--- config.mk ---
export PLATFORM = sky130hd
export DESIGN_NAME = acia_rx_fifo_flat
export DESIGN_NICKNAME = d
export VERILOG_FILES = /design/src/rtl/acia_rx_fifo_pkg.sv /design/src/rtl/acia_rx_fifo_if.sv /design/src/rtl/acia_rx_fifo_fifo.sv /design/src/rtl/acia_rx_fifo.sv /design/src/flat_wrapper.sv
export SDC_FILE = /design/constraint.sdc
export NUM_CORES = 1
export LEC_CHECK = 0
export ABC_AREA = 1
export BUFFER_PORTS_ARGS = -buffer_cell sky130_fd_sc_hd__buf_4
export CORE_MARGIN = 2
export CORE_UTILIZATION = 35
export DETAILED_ROUTE_END_ITERATION = 8
export PLACE_DENSITY = 0.56
export SYNTH_ARGS = -nofsm -noshare
export SYNTH_HDL_FRONTEND = slang
export SYNTH_SLANG_ARGS = --single-unit
--- constraint.sdc ---
create_clock -name clk -period 2.19 [get_ports clk]
set_input_delay 0.3285 -clock clk [delete_from_list [all_inputs] [get_ports clk]]
set_output_delay 0.3285 -clock clk [all_outputs]
set_load 0.1 [all_outputs]
--- src/rtl/acia_rx_fifo_pkg.sv ---
// Shared ACIA receive-path definitions: default geometry, bus register map
// and status register layout.
package acia_rx_fifo_pkg;

    localparam int ACIA_AW      = 4;
    localparam int ACIA_IRQ_THR = 1;

    localparam logic [1:0] REG_DATA   = 2'd0;
    localparam logic [1:0] REG_STATUS = 2'd1;

    localparam int ST_AVAIL = 0;
    localparam int ST_OVR   = 1;
    localparam int ST_FERR  = 2;
    localparam int ST_IRQ   = 7;

    // Assembles the status byte the 6502 bus interface presents at REG_STATUS.
    function automatic logic [7:0] status_byte(input logic avail, input logic ovr,
                                               input logic ferr, input logic irq);
        logic [7:0] s;
        s           = 8'h00;
        s[ST_AVAIL] = avail;
        s[ST_OVR]   = ovr;
        s[ST_FERR]  = ferr;
        s[ST_IRQ]   = irq;
        return s;
    endfunction

endpackage

--- src/rtl/acia_rx_fifo_if.sv ---
// Bundle between the ACIA receiver/bus interface and the receive buffer.
// The slave side is the buffer itself; the master side drives receiver and CPU strobes.
interface acia_rx_fifo_if
    import acia_rx_fifo_pkg::*;
#(
    parameter int AW = ACIA_AW
) ();

    logic [7:0]  rx_dat;
    logic        rx_stb;
    logic        rx_err;
    logic        rd;
    logic        clr_err;
    logic [7:0]  rd_dat;
    logic        rx_avail;
    logic [AW:0] rx_level;
    logic        rx_ovr;
    logic        rx_ferr;
    logic        rx_irq;

    modport master (
        output rx_dat, rx_stb, rx_err, rd, clr_err,
        input  rd_dat, rx_avail, rx_level, rx_ovr, rx_ferr, rx_irq
    );

    modport slave (
        input  rx_dat, rx_stb, rx_err, rd, clr_err,
        output rd_dat, rx_avail, rx_level, rx_ovr, rx_ferr, rx_irq
    );

endinterface

--- src/rtl/acia_rx_fifo_fifo.sv ---
// Generic show-ahead synchronous byte FIFO, shared by the ACIA receive and transmit paths.
// A push into a full FIFO is accepted only when a pop frees a slot on the same edge.
module acia_fifo
    import acia_rx_fifo_pkg::*;
#(
    parameter int AW = ACIA_AW
) (
    input  logic        clk,
    input  logic        reset,
    input  logic        push,
    input  logic        pop,
    input  logic [7:0]  din,
    output logic [7:0]  dout,
    output logic        full,
    output logic        empty,
    output logic [AW:0] level
);

    localparam int          DEPTH    = 2 ** AW;
    localparam logic [AW:0] FULL_LVL = (AW + 1)'(DEPTH);

    logic [7:0]    mem [DEPTH];
    logic [AW-1:0] wr_ptr;
    logic [AW-1:0] rd_ptr;
    logic [AW:0]   count;
    logic          do_push;
    logic          do_pop;

    assign empty   = (count == '0);
    assign full    = (count == FULL_LVL);
    assign do_pop  = pop & ~empty;
    assign do_push = push & (~full | do_pop);
    assign level   = count;
    assign dout    = empty ? 8'h00 : mem[rd_ptr];

    // Storage is deliberately left out of reset so it maps onto plain RAM.
    always_ff @(posedge clk) begin
        if (do_push && !reset)
            mem[wr_ptr] <= din;
    end

    always_ff @(posedge clk) begin
        if (reset) begin
            wr_ptr <= '0;
            rd_ptr <= '0;
            count  <= '0;
        end else begin
            if (do_push)
                wr_ptr <= wr_ptr + 1'b1;
            if (do_pop)
                rd_ptr <= rd_ptr + 1'b1;
            case ({do_push, do_pop})
                2'b10:   count <= count + 1'b1;
                2'b01:   count <= count - 1'b1;
                default: count <= count;
            endcase
        end
    end

endmodule

--- src/rtl/acia_rx_fifo.sv ---
// ACIA receive buffer: edge-detects receiver strobes into a FIFO, keeps sticky
// overrun/framing flags and drives the CPU interrupt request.
module acia_rx_fifo
    import acia_rx_fifo_pkg::*;
#(
    parameter int AW      = ACIA_AW,
    parameter int IRQ_THR = ACIA_IRQ_THR
) (
    input  logic          clk,
    input  logic          reset,
    acia_rx_fifo_if.slave bus
);

    localparam logic [AW:0] THR_LVL = (AW + 1)'(IRQ_THR);

    logic        stb_d;
    logic        err_d;
    logic        push_ev;
    logic        ferr_ev;
    logic        ovr_ev;
    logic        full;
    logic        empty;
    logic [AW:0] level;
    logic [7:0]  head;
    logic        ovr;
    logic        ferr;

    assign push_ev = bus.rx_stb & ~stb_d;
    assign ferr_ev = bus.rx_err & ~err_d;
    // A pop on the same edge frees the slot, so only an unrelieved full push overruns.
    assign ovr_ev  = push_ev & full & ~bus.rd;

    always_ff @(posedge clk) begin
        if (reset) begin
            stb_d <= 1'b0;
            err_d <= 1'b0;
        end else begin
            stb_d <= bus.rx_stb;
            err_d <= bus.rx_err;
        end
    end

    // Sticky flags: a new event outranks a simultaneous clear.
    always_ff @(posedge clk) begin
        if (reset) begin
            ovr  <= 1'b0;
            ferr <= 1'b0;
        end else begin
            if (ovr_ev)
                ovr <= 1'b1;
            else if (bus.clr_err)
                ovr <= 1'b0;
            if (ferr_ev)
                ferr <= 1'b1;
            else if (bus.clr_err)
                ferr <= 1'b0;
        end
    end

    acia_fifo #(
        .AW(AW)
    ) u_fifo (
        .clk   (clk),
        .reset (reset),
        .push  (push_ev),
        .pop   (bus.rd),
        .din   (bus.rx_dat),
        .dout  (head),
        .full  (full),
        .empty (empty),
        .level (level)
    );

    assign bus.rd_dat   = head;
    assign bus.rx_avail = ~empty;
    assign bus.rx_level = level;
    assign bus.rx_ovr   = ovr;
    assign bus.rx_ferr  = ferr;
    assign bus.rx_irq   = (level >= THR_LVL) | ovr | ferr;

endmodule

--- src/flat_wrapper.sv ---
// flat-port wrapper written by rule: the top's interface ports become plain ports
module acia_rx_fifo_flat import acia_rx_fifo_pkg::*;
#(
    parameter int AW      = ACIA_AW,
    parameter int IRQ_THR = ACIA_IRQ_THR
)
  (clk, reset, bus_rx_dat, bus_rx_stb, bus_rx_err, bus_rd, bus_clr_err, bus_rd_dat, bus_rx_avail, bus_rx_level, bus_rx_ovr, bus_rx_ferr, bus_rx_irq);
  acia_rx_fifo_if #(.AW(AW)) bus_i ();
  input  logic clk;
  input  logic reset;
  input wire logic [$bits(bus_i.rx_dat)-1:0] bus_rx_dat;
  input wire logic [$bits(bus_i.rx_stb)-1:0] bus_rx_stb;
  input wire logic [$bits(bus_i.rx_err)-1:0] bus_rx_err;
  input wire logic [$bits(bus_i.rd)-1:0] bus_rd;
  input wire logic [$bits(bus_i.clr_err)-1:0] bus_clr_err;
  output wire logic [$bits(bus_i.rd_dat)-1:0] bus_rd_dat;
  output wire logic [$bits(bus_i.rx_avail)-1:0] bus_rx_avail;
  output wire logic [$bits(bus_i.rx_level)-1:0] bus_rx_level;
  output wire logic [$bits(bus_i.rx_ovr)-1:0] bus_rx_ovr;
  output wire logic [$bits(bus_i.rx_ferr)-1:0] bus_rx_ferr;
  output wire logic [$bits(bus_i.rx_irq)-1:0] bus_rx_irq;
  assign bus_i.rx_dat = bus_rx_dat;
  assign bus_i.rx_stb = bus_rx_stb;
  assign bus_i.rx_err = bus_rx_err;
  assign bus_i.rd = bus_rd;
  assign bus_i.clr_err = bus_clr_err;
  assign bus_rd_dat = bus_i.rd_dat;
  assign bus_rx_avail = bus_i.rx_avail;
  assign bus_rx_level = bus_i.rx_level;
  assign bus_rx_ovr = bus_i.rx_ovr;
  assign bus_rx_ferr = bus_i.rx_ferr;
  assign bus_rx_irq = bus_i.rx_irq;
  acia_rx_fifo #(.AW(AW), .IRQ_THR(IRQ_THR)) u_core (.clk(clk), .reset(reset), .bus(bus_i));
endmodule
Word-level counts from Yosys, hierarchy flattened
Memories as Yosys holds them, arrays and structs flattened. A register that Yosys moved wholly into a read port is not among the register bits.
Cells that the tools add are included.
{"block": "word_totals", "ff_bits": 17, "mem_bits_rw": 128, "in_bits": 14, "out_inout_bits": 17, "wordCells": 45, "mem_count": 1}
{"memory": "u_core.u_fifo.mem", "words": 16, "word_bits": 8, "read_ports": 1, "rd_clocked_by_memory_dff": 1, "write_ports": 1, "line_no": "acia_rx_fifo_fifo.sv:22", "rtl": "logic [7:0] mem [DEPTH];"}
{"block": "op_classes", "add_sub_neg": 4, "order_cmp": 1, "n_eq_ne": 3, "mux": 9, "bitwise": 14, "reduce_logical": 6}
{"operator": "5-bit one-hot mux with 2 select lines", "n": 1}
{"operator": "4-bit by 1-bit adder with 4-bit output (second input constant)", "n": 2}
{"operator": "4-bit two-way mux", "n": 2}
{"operator": "8-bit two-way mux", "n": 1}
{"operator": "1-bit AND", "n": 6}
{"operator": "2-bit nonzero test", "n": 3}
{"operator": "5-bit by 1-bit adder with 5-bit output (second input constant)", "n": 1}
{"operator": "5-bit == test (second input constant)", "n": 1}
{"operator": "5-bit by 1-bit >= comparator with 1-bit output (second input constant)", "n": 1}
{"operator": "5-bit logical NOT", "n": 1}
{"operator": "1-bit two-way mux", "n": 5}
{"operator": "1-bit NOT", "n": 5}
{"operator": "5-bit by 1-bit subtractor with 5-bit output (second input constant)", "n": 1}
{"operator": "1-bit bitwise OR", "n": 3}
{"operator": "2-bit by 1-bit == test with 1-bit output (second input constant)", "n": 1}
{"operator": "2-bit == test (second input constant)", "n": 1}
{"operator": "1-bit logical AND", "n": 1}
{"operator": "1-bit logical NOT", "n": 1}

Longest topological paths before layout
Gate-level depths: netlist of the first run.
{"block": "logic_depth", "depth_word": 8, "ltp_mapped": 10, "ltp_nobuf": 10}

Modules after synthesis
From an unflattened synthesis of the first run, not the netlist that was laid out.
{"block": "unflattened", "hier_cells": 576, "hier_area_um2": 6302.3}
{"module": "acia_fifo", "instances": 1, "cells_per_inst": 554, "area_each_um2": 6129.6, "seq_area_each_um2": 4184.0}
{"module": "acia_rx_fifo", "instances": 1, "cells_per_inst": 22, "area_each_um2": 172.7, "seq_area_each_um2": 80.1}

Worst setup path after synthesis of the first run
Ideal clock, no wire load.
{"block": "synth_timing", "path_type": "register to output", "start": "register u_core.u_fifo.count[0] (netlist: u_core.u_fifo.level[0])", "end": "output bus_rd_dat[0]", "arrival_time_ns": 3.589, "required_ns": 1.862, "path_slack_ns": -1.727, "path_stages_with_launch": 6, "n_path_buf": 0, "cell_sequence": "dfxtp_1 -> inv_1 -> ha_1 -> nand3_4 -> inv_1 -> a21oi_1"}
{"block": "synth_via", "elab_chain_len": 2}
{"item": "start, declared", "line_no": "acia_rx_fifo_fifo.sv:25", "rtl": "logic [AW:0] count;"}
{"item": "start signal, assigned", "line_no": "acia_rx_fifo_fifo.sv:53", "rtl": "2'b10: count <= count + 1'b1;"}
{"item": "start signal, assigned", "line_no": "acia_rx_fifo_fifo.sv:54", "rtl": "2'b01: count <= count - 1'b1;"}
{"item": "start signal, assigned", "line_no": "acia_rx_fifo_fifo.sv:55", "rtl": "default: count <= count;"}
{"item": "5-bit logical NOT", "line_no": "acia_rx_fifo_fifo.sv:29", "rtl": "assign empty = (count == '0);"}
{"item": "8-bit two-way mux", "line_no": "acia_rx_fifo_fifo.sv:34", "rtl": "assign dout = empty ? 8'h00 : mem[rd_ptr];"}
{"item": "end, declared", "line_no": "flat_wrapper.sv:16", "rtl": "output wire logic [$bits(bus_i.rd_dat)-1:0] bus_rd_dat;"}
Every way passes these cells.

==> impl_metrics.toml, run 1 <==
[floorplanning]
rows = 49
dieArea_mm2 = 0.0192
initial_core_util = 0.355
io_pins = 31
core-area_mm2 = 0.0178
die_h_um = 139
die_x_um = 139

[sta]
setup_viol = 2
report.final.slew_viol_count = 0
period_needed_ps = 2210
hold_viol_final = 0
setup_ws_ps = -16.7
slew_headroom = 0.706
grt_setup_unrepaired = "true"
holdWs_ps = 125
worstMarginPinSlew_ps = 441
finClkSkew_ps = 6.32
fmax_mhz = 453
final.period_utilization = 1.01

[critical_path]
crit_top_cell = "nand2_1"
cp-end-kind = "output pin"
critPathBufInv = 2
worst_ep_required_time_ps = 1860
worstPathArrival_ps = 1880
crit_path_top_delay_cell = "dfxtp_4"
critPathKind = "reg -> out"
critical_path.max_stage_delay_ps = 420
path_cells = "buf_12 > nand2_1 > nand3_1 > nand3_1 > nand2_1 > nand2_1 > a21oi_4 > buf_12"
path_max_fanout = 32
crit_family = "flip-flops"
startpoint_type = "flop"

[yosys]
yosys.area.top_type_share = 0.607
ys_types = 28
ys_seq_area_frac = 0.673
syn_area_mm2 = 0.00633
syn_inst = 594
yosys-top-cells-area = "edfxtp_1, nand2_1, nand3_1"
syn-num-nets = 617
ys_seq_elements = 149
synth_warnings = 0
yosysTopAreaCell = "edfxtp_1"
avgSynthCellArea_um2 = 10.7

[global_routing]
antenna_found_initial = 0
grt_pass1_wl_um = 23200
grt_max_degree = 33
overflow = 0
grtUsageTotal = 0.155
grt_pass1_vias = 4493

[pwr]
intPower_w = 0.00599
pwr-share-seq = 0.336
worst_ir_drop_vdd_uv = 1420
p_sw_w = 0.00381
power_density_mw_per_mm2 = 1230
switching_share = 0.389
p_leak_nw = 2.99
power_frac_clock = 0.274
combPwrFrac = 0.390
total_power_w = 0.00980

[finish]
areaGrowthSynthToFinish_pct = 25.2
fillCellCount = 1636
final_common_cell = "nand2_1"
final_cell_mix = "nand2_1, edfxtp_1, nand3_1"
multi_input_area_mm2 = 0.00200
drive_gt1_frac = 0.215
seq_area_mm2 = 0.00429
nets = 672
diodes = 0
utilization = 0.445

[run_status]
status = "finished with violations"
violations = "negative setup slack"

[routing]
drc_errors = 0
drt_iter0_drc = 248
antenna_left = 0
routed_wl_um = 14400
vias = 4391
via_per_inst = 4.93
wl_per_cell_um = 16.2
dr.pass1.iters = 5

[clock_tree]
cts_made_buffers = 17
cts_tree = "yes"
ctsHoldBuffers = 0
clk_pin_slew_ps = 60
ctsHtreeMaxLevel = 4
cts_root_buffer = "clkbuf_16"
clockBufferDepth = 2
postCtsSetupRepairBufs = 0
cts.sinks = 149
clk_latency_ps = 430

[place]
place_congestion = 0.792
dp_hpwl_um = 9340
portBuffers = 30

[flow_run]
maxCapViolations = 0

[hold_path]
hold_path_class = "in -> reg"
-- per-stage QoR --
| stage | setup WS (ps) | std cells | setup TNS, ps | cell area (um^2) |
|---|---|---|---|---|
| after floorplan | -337 | 594 | -2700 | 6460 |
| after global placement | 279 | 856 | 0 | 7090 |
| after detailed placement | 252 | 856 | 0 | 7090 |
| after CTS | -23.5 | 888 | -79.9 | 7830 |
| after global routing | -129 | 890 | -755 | 7930 |
| final | -16.7 | 890 | -20.9 | 7930 |
-- state kept, by name (all words and copies together), names as in the netlist, named ones only --
| name | cells |
|---|---|
| u_core.err_d | 1 |
| u_core.u_fifo.level | 5 |
| u_core.bus.rx_ferr | 1 |
| u_core.u_fifo.wr_ptr | 4 |
| u_core.u_fifo.mem | 128 |
| u_core.u_fifo.rd_ptr | 4 |
| u_core.stb_d | 1 |
| u_core.bus.rx_ovr | 1 |
-- cell type report --
class | count | area share
sequential | 149 | 0.540
multi-input combinational | 391 | 0.252
timing repair buffer | 62 | 0.0871
clock buffer | 18 | 0.0541
tap | 229 | 0.0361
inverter | 28 | 0.0166
clock inverter | 13 | 0.0137
-- cell families after synthesis --
kind of cell    Yosys count  synth area share
fa+ha+maj                 9            0.0178
buf+inv                  54            0.0356
flops                   149             0.673
compound gates           27            0.0217
xor+xnor                  5           0.00692
simple gates            350             0.245
-- power groups by stage --
stage	combinational (W)	clock (W)	sequential, W
after floorplan	0.00236	0	0.00355
after global placement	0.00328	0	0.00333
after detailed placement	0.00331	0	0.00334
after CTS	0.00374	0.00274	0.00329
after global routing	0.00408	0.00285	0.00331
final	0.00382	0.00268	0.00330
-- per-layer routing --
layer,track usage,up-vias,wire length [um]
li1,-,2148,-
met1,0.192,2098,6260
met2,0.260,117,7160
met3,0.0423,28,742
met4,0.0602,0,280
met5,0,-,0
-- cells in the mapped netlist --
master	number
nand2_1	192
edfxtp_1	128
nand3_1	112
nor2_1	31
inv_1	22
dfxtp_1	21
a21oi_1	19
buf_2	14
clkbuf_1	11
ha_1	9
o21ai_0	5
inv_2	4
xor2_1	3
nand2_2	2
nand2_4	2
nand3_2	2
nand3_4	2
nand4_1	2
nor2_2	2
o21ai_1	2
xnor2_1	2
buf_1	1
clkinv_1	1
inv_6	1
nor2_4	1
nor2_8	1
nor4_1	1
o31ai_1	1
-- final timing paths --
kind / depth (start not counted) / slack, ps / start / endpoint
worst min-delay path: 3 / 120 / bus_rx_err / u_core.err_d
worst max register to register: 8 / 490 / u_core.u_fifo.level[0] / u_core.u_fifo.mem[14][2]
worst min register to register: 1 / 410 / u_core.err_d / u_core.bus.rx_ferr
worst max-delay path: 8 / -20 / flop / bus_rd_dat[6]
-- what timing repair did --
item / 4_1_cts / 5_1_grt
pin swaps: 4 / 1
cloned: 1 / 2
endpoints found under the setup margin: 8 / 8
gates resized for setup: 47 / 12
-- tightest hold or removal path: cells and delay by family --
family / cells / cell delay (ps)
buffers and inverters: 2 / 120
and+or+nand+nor: 1 / 70
Power figures use the tool's default switching activity.
==> inputs of run 2 (changes only) <==
--- a/config.mk
+++ b/config.mk
@@ -6,11 +6,10 @@
 export NUM_CORES = 1
 export LEC_CHECK = 0
 export ABC_AREA = 1
-export BUFFER_PORTS_ARGS = -buffer_cell sky130_fd_sc_hd__buf_4
-export CORE_MARGIN = 2
 export CORE_UTILIZATION = 35
 export DETAILED_ROUTE_END_ITERATION = 8
-export PLACE_DENSITY = 0.56
+export DONT_BUFFER_PORTS = 1
+export PLACE_DENSITY = 0.55
 export SYNTH_ARGS = -nofsm -noshare
 export SYNTH_HDL_FRONTEND = slang
 export SYNTH_SLANG_ARGS = --single-unit
==> impl_metrics.toml, run 2 (synthesized netlist as in run 1, its figures left out) <==
[routing]
dr.pass1.iters = 5
drc_errors = 0
vias = 4451
wl_per_cell_um = 17.2
via_per_inst = 5.01
routed_wl_um = 15300
drt_iter0_drc = 321
antenna_left = 0

[sta]
setup_viol = 8
fmax_mhz = 442
final.period_utilization = 1.03
slew_headroom = 0.458
finClkSkew_ps = 12.3
holdWs_ps = 38.6
worstMarginPinSlew_ps = 811
setup_ws_ps = -71.0
hold_viol_final = 0
period_needed_ps = 2260
report.final.slew_viol_count = 0
grt_setup_unrepaired = "true"

[finish]
largest_register_ff_count = 128
final_cells = 889
fillCellCount = 1570
final_cell_mix = "nand2_1, edfxtp_1, nand3_1"
final_common_cell = "nand2_1"
utilization = 0.471
nets = 674
diodes = 0
drive_gt1_frac = 0.276
areaGrowthSynthToFinish_pct = 30.1
regMostFlops = "u_core.u_fifo.mem"

[critical_path]
worstPathArrival_ps = 1930
startpoint_type = "flop"
critPathKind = "reg -> out"
cp-end-kind = "output pin"
path_depth = 9
worst_ep_required_time_ps = 1860
path_max_fanout = 8
r2r_cells = 8
crit_family = "buffers and inverters"
crit_path_top_delay_cell = "dfxtp_4"
critPathBufInv = 3
critical_path.max_stage_delay_ps = 450
path_cells = "buf_12 > buf_16 > nand2_1 > nand3_2 > nand3_2 > nand2_2 > nand2_2 > a21oi_4 > buf_12"

[run_status]
violations = "negative setup slack"
status = "finished with violations"

[pwr]
total_power_w = 0.0102
worst_ir_drop_vdd_uv = 1400
p_leak_nw = 3.07
power_density_mw_per_mm2 = 1240

[place]
dp_hpwl_um = 9300
portBuffers = 0
place_congestion = 0.778
post-place-ws_ps = 261
dpl.cell_count = 837

[hold_path]
whs_path_depth = 2
hold_path_class = "in -> reg"

[clock_tree]
cts_root_buffer = "clkbuf_16"
ctsHtreeMaxLevel = 4
cts_tree = "yes"
cts_made_buffers = 17
cts.sinks = 149
clockBufferDepth = 2
clk_pin_slew_ps = 60
clk_latency_ps = 430

[floorplanning]
core-area_mm2 = 0.0175
io_pins = 31
dieArea_mm2 = 0.0186
initial_core_util = 0.362
die_x_um = 137
die_h_um = 137
rows = 48

[global_routing]
antenna_found_initial = 0
grt_pass1_wl_um = 23100
grt_max_degree = 33
grtUsageTotal = 0.173
overflow = 0
grt_pass1_vias = 4288

[flow_run]
maxCapViolations = 0
-- run 2: cell types whose count changed in the layout (fill, tap and decap cells not counted), moves of 2 or more --
cell	change
buf_12	+4
buf_16	+2
buf_4	-13
clkinv_1	-2
clkinv_2	-2
clkinv_4	+2
dlygate4sd3_1	+9
nand2_1	-25
nand2_2	+25
nand3_1	-20
nand3_2	+20
-- run 2: path summary, 6_finish.rpt --
| path | slack [ps] | to | from |
|---|---|---|---|
| min reg2reg | 420 | u_core.bus.rx_ferr | u_core.err_d |
| max reg2reg | 520 | u_core.u_fifo.mem[8][4] | u_core.u_fifo.level[0] |
| max | -70 | bus_rd_dat[6] | flop |
| min | 40 | u_core.err_d | bus_rx_err |
-- run 2: timing repair --
item	CTS	global route
gates resized for setup	28	46
hold buffers	9	0
buffers inserted	4	1
endpoints found under the hold margin	136	0
pin swaps	4	22
endpoints found under the setup margin	8	8
gates cloned	4	3
-- run 2: worst register-to-register path, delay by kind of cell (launching register included) --
family	cells	cell delay, ps
simple gates	4	470
fa+ha+maj	1	170
flops	1	350
buf+inv	3	380
-- run 2: power by group --
part	internal (W)	total (W)	switching, W
combinational	0.00146	0.00418	0.00272
sequential	0.00318	0.00327	0.0000877
clock	0.00158	0.00275	0.00118
total	0.00622	0.0102	0.00399
-- run 2: through the flow --
step	area [um^2]	setup TNS (ps)
6_report	8240	-329
5_1_grt	8240	-1050
4_1_cts	8010	-360
3_5_place_dp	7100	0
3_3_place_gp	7100	0
2_1_floorplan	6460	-2700
-- run 2: final cells by class --
type / count / area (um^2) / share of cell area
clock buffers: 19 / 433 / 0.0526
clock inverters: 13 / 125 / 0.0152
inverters: 28 / 126 / 0.0153
multi-input cells: 391 / 2160 / 0.262
flip-flops and latches: 149 / 4290 / 0.521
well taps: 225 / 282 / 0.0342
repair buffers: 64 / 822 / 0.0998
-- run 2: routing by layer --
layer | track usage | part of all wire | vias to the layer above
li1 | - | - | 2158
met1 | 0.223 | 0.46 | 2145
met2 | 0.279 | 0.47 | 126
met3 | 0.0452 | 0.053 | 22
met4 | 0.0654 | 0.018 | 0
met5 | 0 | 0 | -
==> inputs of run 3 (changes only) <==
==> constraint.sdc (replaced) <==
create_clock -name clk -period 2.9 [get_ports clk]
set_input_delay 0.435 -clock clk [delete_from_list [all_inputs] [get_ports clk]]
set_output_delay 0.435 -clock clk [all_outputs]
set_load 0.1 [all_outputs]
==> impl_metrics.toml, run 3 (synthesized netlist as in run 1, its figures left out) <==
[routing]
vias = 4280
via_per_inst = 4.97
routed.top_layer = "met4"
dr.pass1.iters = 4
met2_length_um = 7060
drt_iter0_drc = 342
antenna_left = 0
routed_wl_um = 14800
wl_per_cell_um = 17.1
wl_met3_um = 735
drc_errors = 0
m1WireLength_um = 6860

[finish]
nets = 647
largest_register_ff_count = 128
areaGrowthSynthToFinish_pct = 20.0
drive_gt1_frac = 0.157
final_common_cell = "nand2_1"
regMostFlops = "u_core.u_fifo.mem"
final_cell_area_mm2 = 0.00760
final_cell_mix = "nand2_1, edfxtp_1, nand3_1"
diodes = 0
final_cells = 862

[pwr]
intPower_w = 0.00447
p_leak_nw = 2.82
pwr-share-seq = 0.334
power_density_mw_per_mm2 = 962
p_sw_w = 0.00284
power_frac_clock = 0.300
worst_ir_drop_vdd_uv = 935
combPwrFrac = 0.367
switching_share = 0.389

[sta]
hold_viol_final = 0
slew_headroom = 0.436
fmax_mhz = 371
report.final.slew_viol_count = 0
finClkSkew_ps = 9.84
setup_viol = 0
worstMarginPinSlew_ps = 843
grt_setup_unrepaired = "false"
period_needed_ps = 2700
fin_tns_setup_ps = 0
final.period_utilization = 0.930

[clock_tree]
cts_root_buffer = "clkbuf_16"
ctsHtreeMaxLevel = 4
clk_latency_ps = 420
cts_tree = "yes"
clk_pin_slew_ps = 60
cts.sinks = 149
cts_made_buffers = 17
clockBufferDepth = 2
ctsHoldBuffers = 0

[critical_path]
r2r_start = "u_core.u_fifo.level[0]"
path_max_fanout = 64
worst_ep_required_time_ps = 2470
cp-end-kind = "output pin"
crit_top_cell = "nand2_1"
rrSetupSlack_ps = 720
crit_path_top_delay_cell = "buf_4"
crit_family = "buffers and inverters"
r2r_cells = 7
critPathBufInv = 2
worstPathArrival_ps = 2260
critical_path.max_stage_delay_ps = 530
path_cells = "buf_4 > nand2_1 > nand3_1 > nand3_1 > nand2_1 > nand2_1 > a21oi_4 > buf_12"
critPathKind = "reg -> out"
rr_endpoint = "u_core.u_fifo.mem[15][3]"
startpoint_type = "flop"

[global_routing]
overflow = 0
grt_pass1_vias = 4275
antenna_found_initial = 0
grt_pass1_wl_um = 23200
grtUsageTotal = 0.170
grt_max_degree = 65

[floorplanning]
die_h_um = 137
rows = 48
initial_core_util = 0.362
core-area_mm2 = 0.0175
die_x_um = 137
io_pins = 31
dieArea_mm2 = 0.0186

[place]
dp_hpwl_um = 9190
dpl.cell_count = 828
place_congestion = 0.816
portBuffers = 0
place_area_mm2 = 0.00697

[flow_run]
maxCapViolations = 0

[run_status]
status = "completed"

[hold_path]
holdCritStartpoint = "reset"
min_to = "u_core.u_fifo.level[1]"
whs_path_depth = 1
hold_path_class = "in -> reg"
## run 3: cell types whose count changed in the layout (fill, tap and decap cells not counted), moves of 3 or more
| cell | delta |
|---|---|
| buf_12 | -7 |
| buf_16 | -3 |
| buf_4 | -5 |
| clkinvlp_4 | +3 |
| dfxtp_1 | +4 |
| dfxtp_4 | -4 |
| dlygate4sd3_1 | -9 |
| nand2_1 | +34 |
| nand2_2 | -34 |
| nand3_1 | +26 |
| nand3_2 | -26 |
## run 3: cell type report
class / count / area (um^2)
clock buffer: 17 / 425
sequential: 149 / 4270
multi-input combinational: 391 / 1930
fill: 1649 / 9880
timing repair buffer: 36 / 395
clock inverter: 15 / 170
timing repair inverter: 1 / 7.51
tap: 225 / 282
inverter: 28 / 114
## run 3: power groups by stage
stage                     Clock [W]  Sequential [W]  Combinational (W)
after floorplan                   0         0.00267            0.00176
final                       0.00219         0.00244            0.00268
after CTS                   0.00223         0.00243            0.00267
after global routing        0.00232         0.00245            0.00288
after global placement            0         0.00247            0.00264
after detailed placement          0         0.00248            0.00266
## run 3: worst max-delay path by stage
stage                                start  cells after the start  slack [ps]       endpoint
floorplan           u_core.u_fifo.level[3]                      4           3  bus_rd_dat[0]
detailed placement                    flop                      7         540  bus_rd_dat[2]
global route                          flop                      8          20  bus_rd_dat[3]
CTS                                   flop                      7          80  bus_rd_dat[5]
global placement                      flop                      7         600  bus_rd_dat[7]
finish                                flop                      8         200  bus_rd_dat[1]
## run 3: per-layer routing
metal	up-vias	track usage
met5	-	0
met3	10	0.0400
met1	2063	0.227
met2	109	0.276
li1	2098	-
met4	0	0.0475
## run 3: through the flow
stage | worst slack (ps) | hold WS (ps) | util | total power (W)
2_1_floorplan | 2.62 | 396 | - | 0.00442
3_3_place_gp | 604 | 410 | 0.399 | 0.00511
3_5_place_dp | 536 | 412 | 0.399 | 0.00514
4_1_cts | 83.4 | 58.2 | 0.433 | 0.00733
5_1_grt | 19.2 | 56.8 | 0.435 | 0.00765
6_report | 202 | 74.3 | 0.435 | 0.00732
## run 3: repair_timing
item | CTS | global route
setup buffers | 0 | 1
gates resized for setup | 0 | 2
endpoints found under the setup margin | 0 | 7
